==> src/rtl/hub75_rx.sv <==
`default_nettype none
// ============================================================================
// Module   : hub75_rx
// Brief    : HUB75 panel-bus receiver. Captures shifted lines and replays each
//            latched line as a ready/valid pixel stream. The optional on-time
//            counter is built only when HUB75_RX_ONTIME_EN is defined.
// Revision : 1.0
// ============================================================================
module hub75_rx #(
    parameter int NUM_COLS = 64,
    parameter int ROW_BITS = 5
) (
    input  logic                        clk,
    input  logic                        reset,
    input  logic                        clk_screen,
    input  logic                        R0,
    input  logic                        G0,
    input  logic                        B0,
    input  logic                        R1,
    input  logic                        G1,
    input  logic                        B1,
    input  logic                        latch,
    input  logic                        blank,
    input  logic [ROW_BITS-1:0]         row,
    output logic                        px_valid,
    input  logic                        px_ready,
    output logic [$clog2(NUM_COLS)-1:0] px_col,
    output logic [ROW_BITS-1:0]         px_row,
    output logic [5:0]                  px_rgb,
    output logic                        overrun,
    output logic [15:0]                 on_cycles,
    output logic                        on_valid
);

    localparam int COL_W = $clog2(NUM_COLS);
    localparam int SW    = 8 + ROW_BITS;

    localparam logic [0:0] S_IDLE   = 1'b0;
    localparam logic [0:0] S_STREAM = 1'b1;

    localparam logic [COL_W-1:0] C_LAST_COL = COL_W'(NUM_COLS - 1);

    // ------------------------------------------------------------------
    // Input synchronizer
    // ------------------------------------------------------------------
    logic [SW-1:0]       w_sync_in;
    logic [SW-1:0]       r_sync1;
    logic [SW-1:0]       r_sync2;
    logic [1:0]          r_sync3;
    logic                w_scr_s;
    logic                w_lat_s;
    logic [ROW_BITS-1:0] w_row_s;
    logic [5:0]          w_rgb_s;
    logic                w_scr_rise;
    logic                w_lat_rise;

    assign w_sync_in = {clk_screen, latch, row, R0, G0, B0, R1, G1, B1};

    always_ff @(posedge clk or posedge reset) begin
        if (reset) begin
            r_sync1 <= '0;
            r_sync2 <= '0;
            r_sync3 <= '0;
        end else begin
            r_sync1 <= w_sync_in;
            r_sync2 <= r_sync1;
            r_sync3 <= {r_sync2[SW-1], r_sync2[SW-2]};
        end
    end

    assign w_scr_s    = r_sync2[SW-1];
    assign w_lat_s    = r_sync2[SW-2];
    assign w_row_s    = r_sync2[6 +: ROW_BITS];
    assign w_rgb_s    = r_sync2[5:0];
    assign w_scr_rise = w_scr_s & ~r_sync3[1];
    assign w_lat_rise = w_lat_s & ~r_sync3[0];

    // ------------------------------------------------------------------
    // Shift buffer; a same-cycle latch sees the column written this cycle
    // ------------------------------------------------------------------
    logic [5:0]       r_shift_buf  [NUM_COLS];
    logic [5:0]       w_shift_next [NUM_COLS];
    logic [COL_W-1:0] r_wcol;

    always_comb begin
        w_shift_next = r_shift_buf;
        if (w_scr_rise) begin
            w_shift_next[r_wcol] = w_rgb_s;
        end
    end

    always_ff @(posedge clk or posedge reset) begin
        if (reset) begin
            for (int i = 0; i < NUM_COLS; i++) begin
                r_shift_buf[i] <= '0;
            end
            r_wcol <= '0;
        end else begin
            r_shift_buf <= w_shift_next;
            if (w_lat_rise) begin
                r_wcol <= '0;
            end else if (w_scr_rise) begin
                r_wcol <= r_wcol + 1'b1;
            end
        end
    end

    // ------------------------------------------------------------------
    // Line capture and overrun detection
    // ------------------------------------------------------------------
    logic [0:0]          r_state;
    logic [0:0]          w_state_next;
    logic [5:0]          r_out_buf [NUM_COLS];
    logic [ROW_BITS-1:0] r_px_row;
    logic                r_load;
    logic                r_overrun;
    logic [COL_W-1:0]    r_px_col;
    logic                w_hs;

    always_ff @(posedge clk or posedge reset) begin
        if (reset) begin
            for (int i = 0; i < NUM_COLS; i++) begin
                r_out_buf[i] <= '0;
            end
            r_px_row  <= '0;
            r_load    <= 1'b0;
            r_overrun <= 1'b0;
        end else begin
            r_load <= 1'b0;
            if (w_lat_rise) begin
                if (r_state == S_IDLE) begin
                    r_out_buf <= w_shift_next;
                    r_px_row  <= w_row_s;
                    r_load    <= 1'b1;
                end else begin
                    r_overrun <= 1'b1;
                end
            end
        end
    end

    // ------------------------------------------------------------------
    // Stream FSM: state register / next state / outputs
    // ------------------------------------------------------------------
    always_ff @(posedge clk or posedge reset) begin
        if (reset) begin
            r_state <= S_IDLE;
        end else begin
            r_state <= w_state_next;
        end
    end

    always_comb begin
        w_state_next = r_state;
        case (r_state)
            S_IDLE: begin
                if (r_load) begin
                    w_state_next = S_STREAM;
                end
            end
            S_STREAM: begin
                if (w_hs && (r_px_col == C_LAST_COL)) begin
                    w_state_next = S_IDLE;
                end
            end
            default: w_state_next = S_IDLE;
        endcase
    end

    always_comb begin
        px_valid = 1'b0;
        if (r_state == S_STREAM) begin
            px_valid = 1'b1;
        end
    end

    assign w_hs = px_valid & px_ready;

    // Column wraps to 0 naturally after the last handshake
    always_ff @(posedge clk or posedge reset) begin
        if (reset) begin
            r_px_col <= '0;
        end else if (r_load) begin
            r_px_col <= '0;
        end else if (w_hs) begin
            r_px_col <= r_px_col + 1'b1;
        end
    end

    assign px_col  = r_px_col;
    assign px_row  = r_px_row;
    assign px_rgb  = r_out_buf[r_px_col];
    assign overrun = r_overrun;

    // ------------------------------------------------------------------
    // Unblanked on-time measurement
    // ------------------------------------------------------------------
`ifdef HUB75_RX_ONTIME_EN
    logic [1:0]  r_blk_sync;
    logic        r_blk_d;
    logic        w_blk_rise;
    logic [15:0] r_on_cnt;
    logic [15:0] r_on_cycles;
    logic        r_on_valid;

    assign w_blk_rise = r_blk_sync[1] & ~r_blk_d;

    always_ff @(posedge clk or posedge reset) begin
        if (reset) begin
            r_blk_sync  <= '0;
            r_blk_d     <= 1'b0;
            r_on_cnt    <= '0;
            r_on_cycles <= '0;
            r_on_valid  <= 1'b0;
        end else begin
            r_blk_sync <= {r_blk_sync[0], blank};
            r_blk_d    <= r_blk_sync[1];
            r_on_valid <= 1'b0;
            if (w_blk_rise) begin
                r_on_cycles <= r_on_cnt;
                r_on_valid  <= 1'b1;
                r_on_cnt    <= '0;
            end else if (!r_blk_sync[1] && (r_on_cnt != 16'hFFFF)) begin
                r_on_cnt <= r_on_cnt + 16'd1;
            end
        end
    end

    assign on_cycles = r_on_cycles;
    assign on_valid  = r_on_valid;
`else
    logic w_unused_blank;

    assign w_unused_blank = blank;
    assign on_cycles      = '0;
    assign on_valid       = 1'b0;
`endif

endmodule
`default_nettype wire
==> config.mk <==
export PLATFORM = sky130hd
export DESIGN_NAME = hub75_rx
export DESIGN_NICKNAME = d
export VERILOG_FILES = /design/src/rtl/hub75_rx.sv
export SDC_FILE = /design/constraint.sdc
export NUM_CORES = 1
export LEC_CHECK = 0
export CAP_MARGIN = 30
export CORE_MARGIN = 5
export CORE_UTILIZATION = 35
export CTS_CLUSTER_SIZE = 25
export DETAILED_ROUTE_END_ITERATION = 16
export GPL_TIMING_DRIVEN = 0
export PLACE_DENSITY = 0.52
export SETUP_SLACK_MARGIN = 0.3
export SYNTH_ARGS = -nofsm -noshare
export SYNTH_HDL_FRONTEND = slang
export SYNTH_SLANG_ARGS = --single-unit
==> constraint.sdc <==
create_clock -name clk -period 28.6 [get_ports clk]
set_input_delay 5.72 -clock clk [delete_from_list [all_inputs] [get_ports clk]]
set_output_delay 5.72 -clock clk [all_outputs]
set_load 0.1 [all_outputs]
; ---- Word-level counts from Yosys, hierarchy flattened
; Cells that the tools add are included.
[op_classes]
n_div = 0
muxes = 17
n_mul = 0
shifts = 0
eq_ne = 1
n_bitwise = 8
magnitude_cmp = 3
n_addsub = 2
n_reduce_logical = 6
[ops]
columns = operator, count
row1 = 384-bit bitwise mux, 1
row2 = 384-bit two-way mux, 1
row3 = 6-bit two-way mux, 7
row4 = 6-bit binary-select mux with 6-bit select, 1
row5 = 6-bit demux with 6-bit select, 1
row6 = "7-bit greater-or-equal comparator, second input constant", 2
row7 = 6-bit inverter with 7-bit output, 2
row8 = "6-bit by 1-bit adder with 6-bit output, second input constant", 2
row9 = "7-bit by 1-bit less-than comparator with 1-bit output, second input constant", 1
row10 = "6-bit equality test, second input constant", 1
row11 = 1-bit two-way mux, 5
row12 = 2-bit AND reduction, 2
row13 = 2-bit nonzero test, 2
row14 = 1-bit AND, 3
row15 = 1-bit inverter, 3
row16 = 1-bit logical AND, 2
row17 = 1-bit one-hot mux with 2 select lines, 1
[word_totals]
out_inout_bits = 36
n_memories = 0
elab_cells = 174
mem_bits_rw = 0
input_bits = 17
rom_bits = 0
latchBits = 0
regBits = 816

; ---- Longest topological paths before layout
; Gate-level depths: netlist of the first run.
[logic_depth]
depth_word = 7
mapped_depth = 8
mapped_depth_nobuf = 5

; ---- Worst setup path before layout of the first run
; OpenSTA, ideal clock, no wires.
[synth_timing]
path_type = register to output
start = register r_px_col[0], in the netlist px_col[0]
end = output port px_rgb[1]
t_required_ns = 22.880
path_stages_with_launch = 7
path_buffers = 2
t_arrival_ns = 3.581
slack_ns = 19.299
cell_sequence = dfrtp_1 buf_2 buf_1 mux4_2 mux4_2 nand2_1 nand3_1
[synth_via]
elab_chain_cells = 4
[synth_rtl]
columns = element, line_no
row1 = from (decl), 117  ; logic [COL_W-1:0] r_px_col;
row2 = from (signal assigned), 186  ; r_px_col <= r_px_col + 1'b1;
row3 = 6-bit inverter with 7-bit output (not written as such), 192  ; assign px_rgb = r_out_buf[r_px_col];
row4 = 6-bit binary-select mux with 6-bit select, 192
row5 = 6-bit two-way mux (not written as such) (2 in series), 192
row6 = to (decl), 29  ; output logic [5:0] px_rgb,
; No other way between the ends. The select of a mux whose other input is x is not followed.

; ---- Worst setup path after layout of the first run
[layout_timing]
start = register r_px_col[0], in the netlist px_col[0]
end = output port px_rgb[4]
; Same word-level chain as after synthesis.

==> metrics.md, run 1 <==
| Metric | Value |
|---|---|
| DIE AREA | 102,000 um2 |
| Pleak | 0.0187 uW |
| Worst min-delay path class | flip-flop to flip-flop |
| M3 GR Usage | 0.0351 |
| Area share of xor/xnor cells in the synthesized design | 0.00210 |
| I/O Pins | 53 |
| Simple-Gate Fraction of Synth Area | 0.0241 |
| Setup ws final | 17.57 ns |
| Post-route ant nets | 0 |
| Critical Path Source Type | flip-flop |
| Avg Vias per Cell | 5.19 |
| Min Hold Slack | 0.335 ns |
| Worst Path Required | 22.88 ns |
| Max Root-Sink Buffers | 3 |
| Slew Viols, Final | 0 |
| Mux contribution to synthesized area | 0.333 |
| Share of layout cells above drive strength 1 | 0.476 |
| WL/cell | 25.7 um |
| Die width | 319 um |
| Syn Std Cell Area | 33,400 um2 |
| Vias in the first global route | 19,970 |
| Final GP Congestion | 0.843 |
| Slew @ Worst Pin | 1.11 ns |
| Clock slew at reported path FFs | 0.06 ns |
| VDD IR max | 58.2 uV |
| TritonCTS Buffers | 92 |
| Vias | 18,605 |
| Pre-CTS setup slack | 18.28 ns |
| GRT Total Usage | 0.183 |
| Buffers added on ports | 34 |
| Final #Nets | 2,276 |
| Post-synthesis average cell area | 16.1 um2 |
| Total negative slack | 0 ns |
| Drt total wl | 92,200 um |
| WS Path Type | flip-flop to output pin |
| # Post-CTS Setup Buffers | 0 |
| Gr busiest metal | met2 |
| Outcome | complete, no violations |
| Worst skew pair latency | 0.66 ns |
| Post-Synth Adder-Cell Area | 0.000749 |
| CP endpoint kind | output pin |
| Largest net degree at the start of global routing | 45 |
| GRT Residual Overflow | 0 |
| CP Max Fanout | 10 |
| PwrDens | 76.5 nW/um2 |
| Design area | 39,000 um2 |
| Drt pass-1 iters | 5 |
| Final Hold Fails | 0 |
| GR Util met1 | 0.260 |
| Hold_buf cts | 0 |
| Global-route wire length before repair | 138,000 um |
| Peak Freq | 90.6 MHz |
| Leading register cell type out of synthesis | dfrtp_1 |
| Dpl hpwl | 64,000 um |
| Crit path time final | 11.03 ns |
| Compound-Gate Fraction of Synth Area | 0.00993 |
| Drt first-iter violations | 1,153 |
| Rel. slew slack | 0.259 |
| Die Y | 319 um |
| Setup Viol. Count Final | 0 |
| # resized after CTS | 0 |
| DP Area | 36,100 um2 |
| Yosys Warn Count | 0 |
| Area delta synth->final | 16.9% |
| Post-synth ARST share | 1.00 |
| Max-cap violation count | 0 |
| Main combinational cell family by area after synthesis | multiplexers |
| CP arrival | 5.31 ns |
| CTS tree | built |
| Gate Count Post-Synth | 2,071 |
| Clock root cell | clkbuf_16 |
| H-tree Lvls | 3 |
| Sink Count | 816 |
| Final worst path period share | 0.386 |
| Register area share after synthesis | 0.612 |
| Site Rows | 113 |
| Met2 GRT Util | 0.286 |
| Initial antenna violation count | 4 |
| Number of library cell types mapped by synthesis | 45 |
| RSZ-0062 raised after global routing | false |
| Initial core utilization | 0.352 |
| Core area | 94,900 um2 |
| Yosys reg bits | 816 |
| EDFF count, synth | 0 |
| Drt drc | 0 |
| Clock Skew | 0.0239 ns |
==> critical path, cell delays in order, from the launching register on <==
cell and delay, ns:
dfrtp_1 0.53, buf_2 0.27, buf_2 0.39, buf_2 0.59
mux4_2 0.59, mux2i_1 0.42, o22ai_1 0.22, nor3_1 0.28
nand3_1 0.28, clkdlybuf4s50_1 1.06
==> state kept, by name, indices dropped and copies added, names as in the netlist, 2 cells and up <==
| signal | flops |
|---|---|
| r_shift_buf | 384 |
| r_sync2 | 13 |
| px_row | 5 |
| r_sync1 | 13 |
| r_out_buf | 384 |
| r_sync3 | 2 |
| r_wcol | 6 |
| px_col | 6 |
==> cells in the mapped netlist, types with 8 or more instances <==
| master | instances | share of area |
|---|---|---|
| a221oi_1 | 11 | 0.0029 |
| a22oi_1 | 9 | 0.0020 |
| buf_1 | 17 | 0.0019 |
| buf_2 | 16 | 0.0024 |
| buf_4 | 17 | 0.0038 |
| clkbuf_1 | 92 | 0.010 |
| dfrtp_1 | 816 | 0.61 |
| mux2_2 | 781 | 0.26 |
| mux2i_1 | 15 | 0.0045 |
| mux4_2 | 96 | 0.065 |
| nand2_1 | 48 | 0.0054 |
| nand3_1 | 12 | 0.0018 |
| nor2_1 | 47 | 0.0053 |
| o21ai_0 | 8 | 0.0012 |
==> metal layers <==
layer / up-vias / wire (um)
met5: - / 13
met4: 2 / 2690
met3: 144 / 4360
met2: 411 / 42600
met1: 10180 / 42500
li1: 7868 / -
==> cell type report <==
type                            instances  area [um2]
Antenna cell                            2        5.00
Clock inverter                         19         178
Multi-Input combinational cell       1126       12400
Clock buffer                          139        2720
Inverter                                3        15.0
Fill cell                            8596       55800
Timing Repair Buffer                   76        1080
Tap cell                             1265        1580
Sequential cell                       816       20400
Buffer                                142         623
==> report_power, final <==
| group | switching, uW | internal (uW) | leakage, uW |
|---|---|---|---|
| Clock | 468 | 671 | 0.00143 |
| Combinational | 429 | 190 | 0.00606 |
| Sequential | 27.1 | 1200 | 0.0112 |
| Total | 923 | 2060 | 0.0187 |
==> placed cells by master (no fill, tap or decap), types with 5 or more instances in the layout <==
cell type,instances
buf_6,5
clkbuf_16,94
nor2_1,47
nor2b_1,6
clkbuf_8,20
o21ai_0,8
buf_2,19
xor2_1,6
mux4_2,96
buf_4,17
conb_1,17
buf_8,14
mux2_2,781
dfrtp_1,816
clkinv_2,10
nor3_1,7
nand2_2,6
clkdlybuf4s50_1,34
a221oi_1,11
buf_1,14
a22oi_1,9
nand2_1,48
buf_12,21
clkbuf_1,115
nand3b_1,5
nand3_1,12
mux2i_1,15
inv_6,5
==> metrics by stage <==
| step | utilization | cells | power, uW |
|---|---|---|---|
| finish | 0.411 | 3588 | 2990 |
| global route | 0.411 | 3586 | 3100 |
| CTS | 0.411 | 3585 | 3030 |
| detailed placement | 0.381 | 3427 | 1880 |
| global placement | 0.373 | 3386 | 1840 |
| floorplan | - | 2087 | 1610 |
==> worst paths after layout <==
check / slack (ns) / depth (start not counted) / to / from
setup / recovery: 17.57 / 9 / px_rgb[4] / px_col[0]$_DFFE_PP0P_
hold / removal: 0.33 / 0 / r_sync2[10]$_DFF_PP0_ / r_sync1[10]$_DFF_PP0_
setup reg to reg: 25.02 / 7 / px_row[0]$_DFFE_PP0P_ / r_sync3[0]$_DFF_PP0_
hold reg to reg: 0.33 / 0 / r_sync2[10]$_DFF_PP0_ / r_sync1[10]$_DFF_PP0_
max in group asynchronous: 21.00 / 8 / r_shift_buf[382]$_DFF_PP0_ / reset
min in group asynchronous: 5.55 / 2 / r_shift_buf[118]$_DFF_PP0_ / reset
==> cell families after synthesis <==
kind of cell | after synthesis
DFF | 816
other | 1
buffers and inverters | 145
AOI/OAI and AO/OA | 46
muxes | 892
xor gates and xnor gates | 8
and+or+nand+nor | 161
adders and majority gates | 2
(Power assumes the default switching activity.)
==> run 2: changes to the inputs <==
clock period = 10.1 ns   (was 28.6 ns; I/O delays follow)
==> results of run 2 <==
The final DEF is identical to that of run 1. Status: complete, no violations.
Among the figures that moved: setup slack after placement 18.28 ns -> 3.48 ns; setup slack after layout 17.57 ns -> 2.77 ns; register-to-register setup slack 25.02 ns -> 6.52 ns; total power 2990 uW -> 8460 uW; worst IR drop on VDD 58.2 uV -> 165 uV
==> run 3: changes to the inputs <==
PLACE_DENSITY = 0.51   (was 0.52)
clock period = 7.16 ns   (was 10.1 ns; I/O delays follow)
==> run 3 against run 2 <==
  * Cell count up 0.25%
  * Clock skew is 0.0034 ns higher
  * Flip-flop and latch count did not move
  * Non-clock buffer count unchanged
  * Global-route usage rose by 0.14 points
  * Sequential power is 41% higher
  * Utilization grew 0.11 points
  * Power is 43% higher
==> metrics.md, run 3 (synthesized netlist as in run 1, its figures left out) <==
| Metric | Value |
|---|---|
| Outcome | complete, no violations |
| Initial core utilization | 0.352 (unchanged) |
| Pre-CTS setup slack | 1.20 ns |
| Vias | 18,651 (+0.25%) |
| Die Y | 319 um (unchanged) |
| RSZ-0062 raised after global routing | false |
| CP endpoint kind | output pin |
| Drt first-iter violations | 976 (-15%) |
| WL/cell | 25.9 um (+0.80%) |
| Site Rows | 113 (unchanged) |
| Buffers added on ports | 34 (unchanged) |
| R2R Path Start | r_sync2[11]$_DFF_PP0_ |
| Final #Nets | 2,276 (unchanged) |
| Hold_buf cts | 0 (unchanged) |
| Sink Count | 816 (unchanged) |
| Rel. slew slack | 0.277 (+0.0179) |
| CP arrival | 5.23 ns (-0.08 ns) |
| Sw Share | 0.311 |
| Commonest non-fill, non-tap cells in the layout | dfrtp_1 (816), mux2_2 (781), clkbuf_1 (115) |
| Clock root cell | clkbuf_16 |
| GRT Total Usage | 0.184 (+0.00138) |
| DIE AREA | 102,000 um2 (unchanged) |
| Global-route wire length before repair | 140,000 um (+1.2%) |
| CP Max Fanout | 10 (unchanged) |
| Slew @ Worst Pin | 1.08 ns (-0.0246 ns) |
| I/O Pins | 53 (unchanged) |
| Vias in the first global route | 20,135 (+0.83%) |
| Combinational Power Share | 0.205 (-0.002) |
| Setup Viol. Count Final | 0 (unchanged) |
| Min Hold Slack | 0.346 ns (+0.0110 ns) |
| RR Endpoint | px_row[0]$_DFFE_PP0P_ |
| Worst Path Required | 5.73 ns |
| Largest registers | r_out_buf x384, r_shift_buf x384 |
| WS Path Type | flip-flop to output pin |
| Clock slew at reported path FFs | 0.06 ns (about the same) |
| Drt total wl | 93,200 um (+1.0%) |
| Initial antenna violation count | 4 (unchanged) |
| Drt drc | 0 (unchanged) |
| Slew Viols, Final | 0 (unchanged) |
| Area delta synth->final | 17.2% |
| CTS tree | built |
| Avg Vias per Cell | 5.19 (about the same) |
| # resized after CTS | 0 (unchanged) |
| Drt pass-1 iters | 5 (unchanged) |
| Crit path time final | 6.66 ns |
| Largest net degree at the start of global routing | 45 (unchanged) |
| Max Root-Sink Buffers | 3 (unchanged) |
| Internal power | 8350 uW |
| Hold Crit Start | r_sync1[8]$_DFF_PP0_ |
| Part of the power in registers | 0.406 (-0.006) |
| PwrDens | 309 nW/um2 |
| Final worst path period share | 0.930 |
| Critical Path Source Type | flip-flop |
| FF-to-FF setup slack | 3.41 ns |
| Share of power burned in the clock network | 0.388 (+0.007) |
| Reg area | 20,400 um2 (unchanged) |
| TritonCTS Buffers | 92 (unchanged) |
| GRT Residual Overflow | 0 (unchanged) |
| H-tree Lvls | 3 (unchanged) |
| Final Power | 12,100 uW |
| Commonest non-fill, non-tap cell in the layout | dfrtp_1 |
| Multi-input logic area | 12,400 um2 (unchanged) |
| Final Hold Fails | 0 (unchanged) |
| Worst skew pair latency | 0.65 ns (about the same) |
| Worst hold path cell count | 0 (unchanged) |
| Share of layout cells above drive strength 1 | 0.478 (+0.00182) |
| R2r worst-path depth | 7 (unchanged) |
| # Post-CTS Setup Buffers | 0 (unchanged) |
| Core area | 94,900 um2 (unchanged) |
| P_sw | 3760 uW |
| Final GP Congestion | 0.856 (+1.6%) |
| Hold endpoint | r_sync2[8]$_DFF_PP0_ |
| Peak Freq | 150 MHz |
| Post-route ant nets | 0 (unchanged) |
| Worst min-delay path class | flip-flop to flip-flop |
| Max-cap violation count | 0 (unchanged) |
| Filler instances | 8,629 (+0.38%) |
| Clock Skew | 0.0274 ns (+0.00344 ns) |
| Setup ws final | 0.502 ns |
| Die width | 319 um (unchanged) |
| Dpl hpwl | 64,200 um (+0.34%) |
| VDD IR max | 343 uV |
| Pleak | 0.0188 uW (+0.27%) |
[run 3: worst max path at each step]
stage | slack [ns] | end | depth (start not counted) | from
after global placement | -10.09 | r_shift_buf[283]$_DFF_PP0_ | 2 | reset
final | 0.50 | px_rgb[1] | 9 | px_col[0]$_DFFE_PP0P_
after global routing | 0.40 | px_rgb[0] | 8 | px_col[0]$_DFFE_PP0P_
after floorplan | -5.48 | overrun$_DFFE_PP0P_ | 1 | reset
after CTS | 0.48 | px_rgb[1] | 9 | px_col[0]$_DFFE_PP0P_
after detailed placement | 1.20 | px_rgb[1] | 9 | px_col[0]$_DFFE_PP0P_
[run 3: through the flow]
step,utilization,cell area [um2],std cells,TNS (ns)
after floorplan,-,33500,2087,-4468.85
after global placement,0.373,35400,3386,-8151.48
after detailed placement,0.381,36100,3427,0
after CTS,0.412,39100,3595,0
after global routing,0.412,39100,3596,0
final,0.412,39100,3597,0
[run 3: routing by layer]
| metal | up-vias | part of all wire | GRT usage |
|---|---|---|---|
| li1 | 7872 | - | - |
| met1 | 10201 | 0.46 | 0.260 |
| met2 | 437 | 0.47 | 0.292 |
| met3 | 141 | 0.047 | 0.0353 |
| met4 | 0 | 0.024 | 0.0508 |
| met5 | - | 0 | 0 |
[run 3: final cells by class]
type                    instances  area share
diodes                          1   0.0000639
plain buffers                 142      0.0159
clock buffers                 140      0.0699
clock inverters                28     0.00732
inverters                       3    0.000384
multi-input cells            1126       0.317
flip-flops and latches        816       0.522
well taps                    1265      0.0404
repair buffers                 76      0.0273
[run 3: power by group through the flow]
stage	Combinational, uW	Clock [uW]	Sequential (uW)
after floorplan	1290	0	5140
after global placement	2360	0	5010
after detailed placement	2510	0	5000
after CTS	2510	4840	4920
after global routing	2600	5040	4940
final	2480	4700	4920
[run 3: worst max-delay path, stage by stage, from the launching register on]
cell and delay (ns):
dfrtp_1 0.56, buf_2 0.26, buf_2 0.36, buf_2 0.66
mux4_2 0.64, mux2i_1 0.33, o22ai_1 0.18, nor3_1 0.25
nand3_1 0.25, clkdlybuf4s50_1 1.04
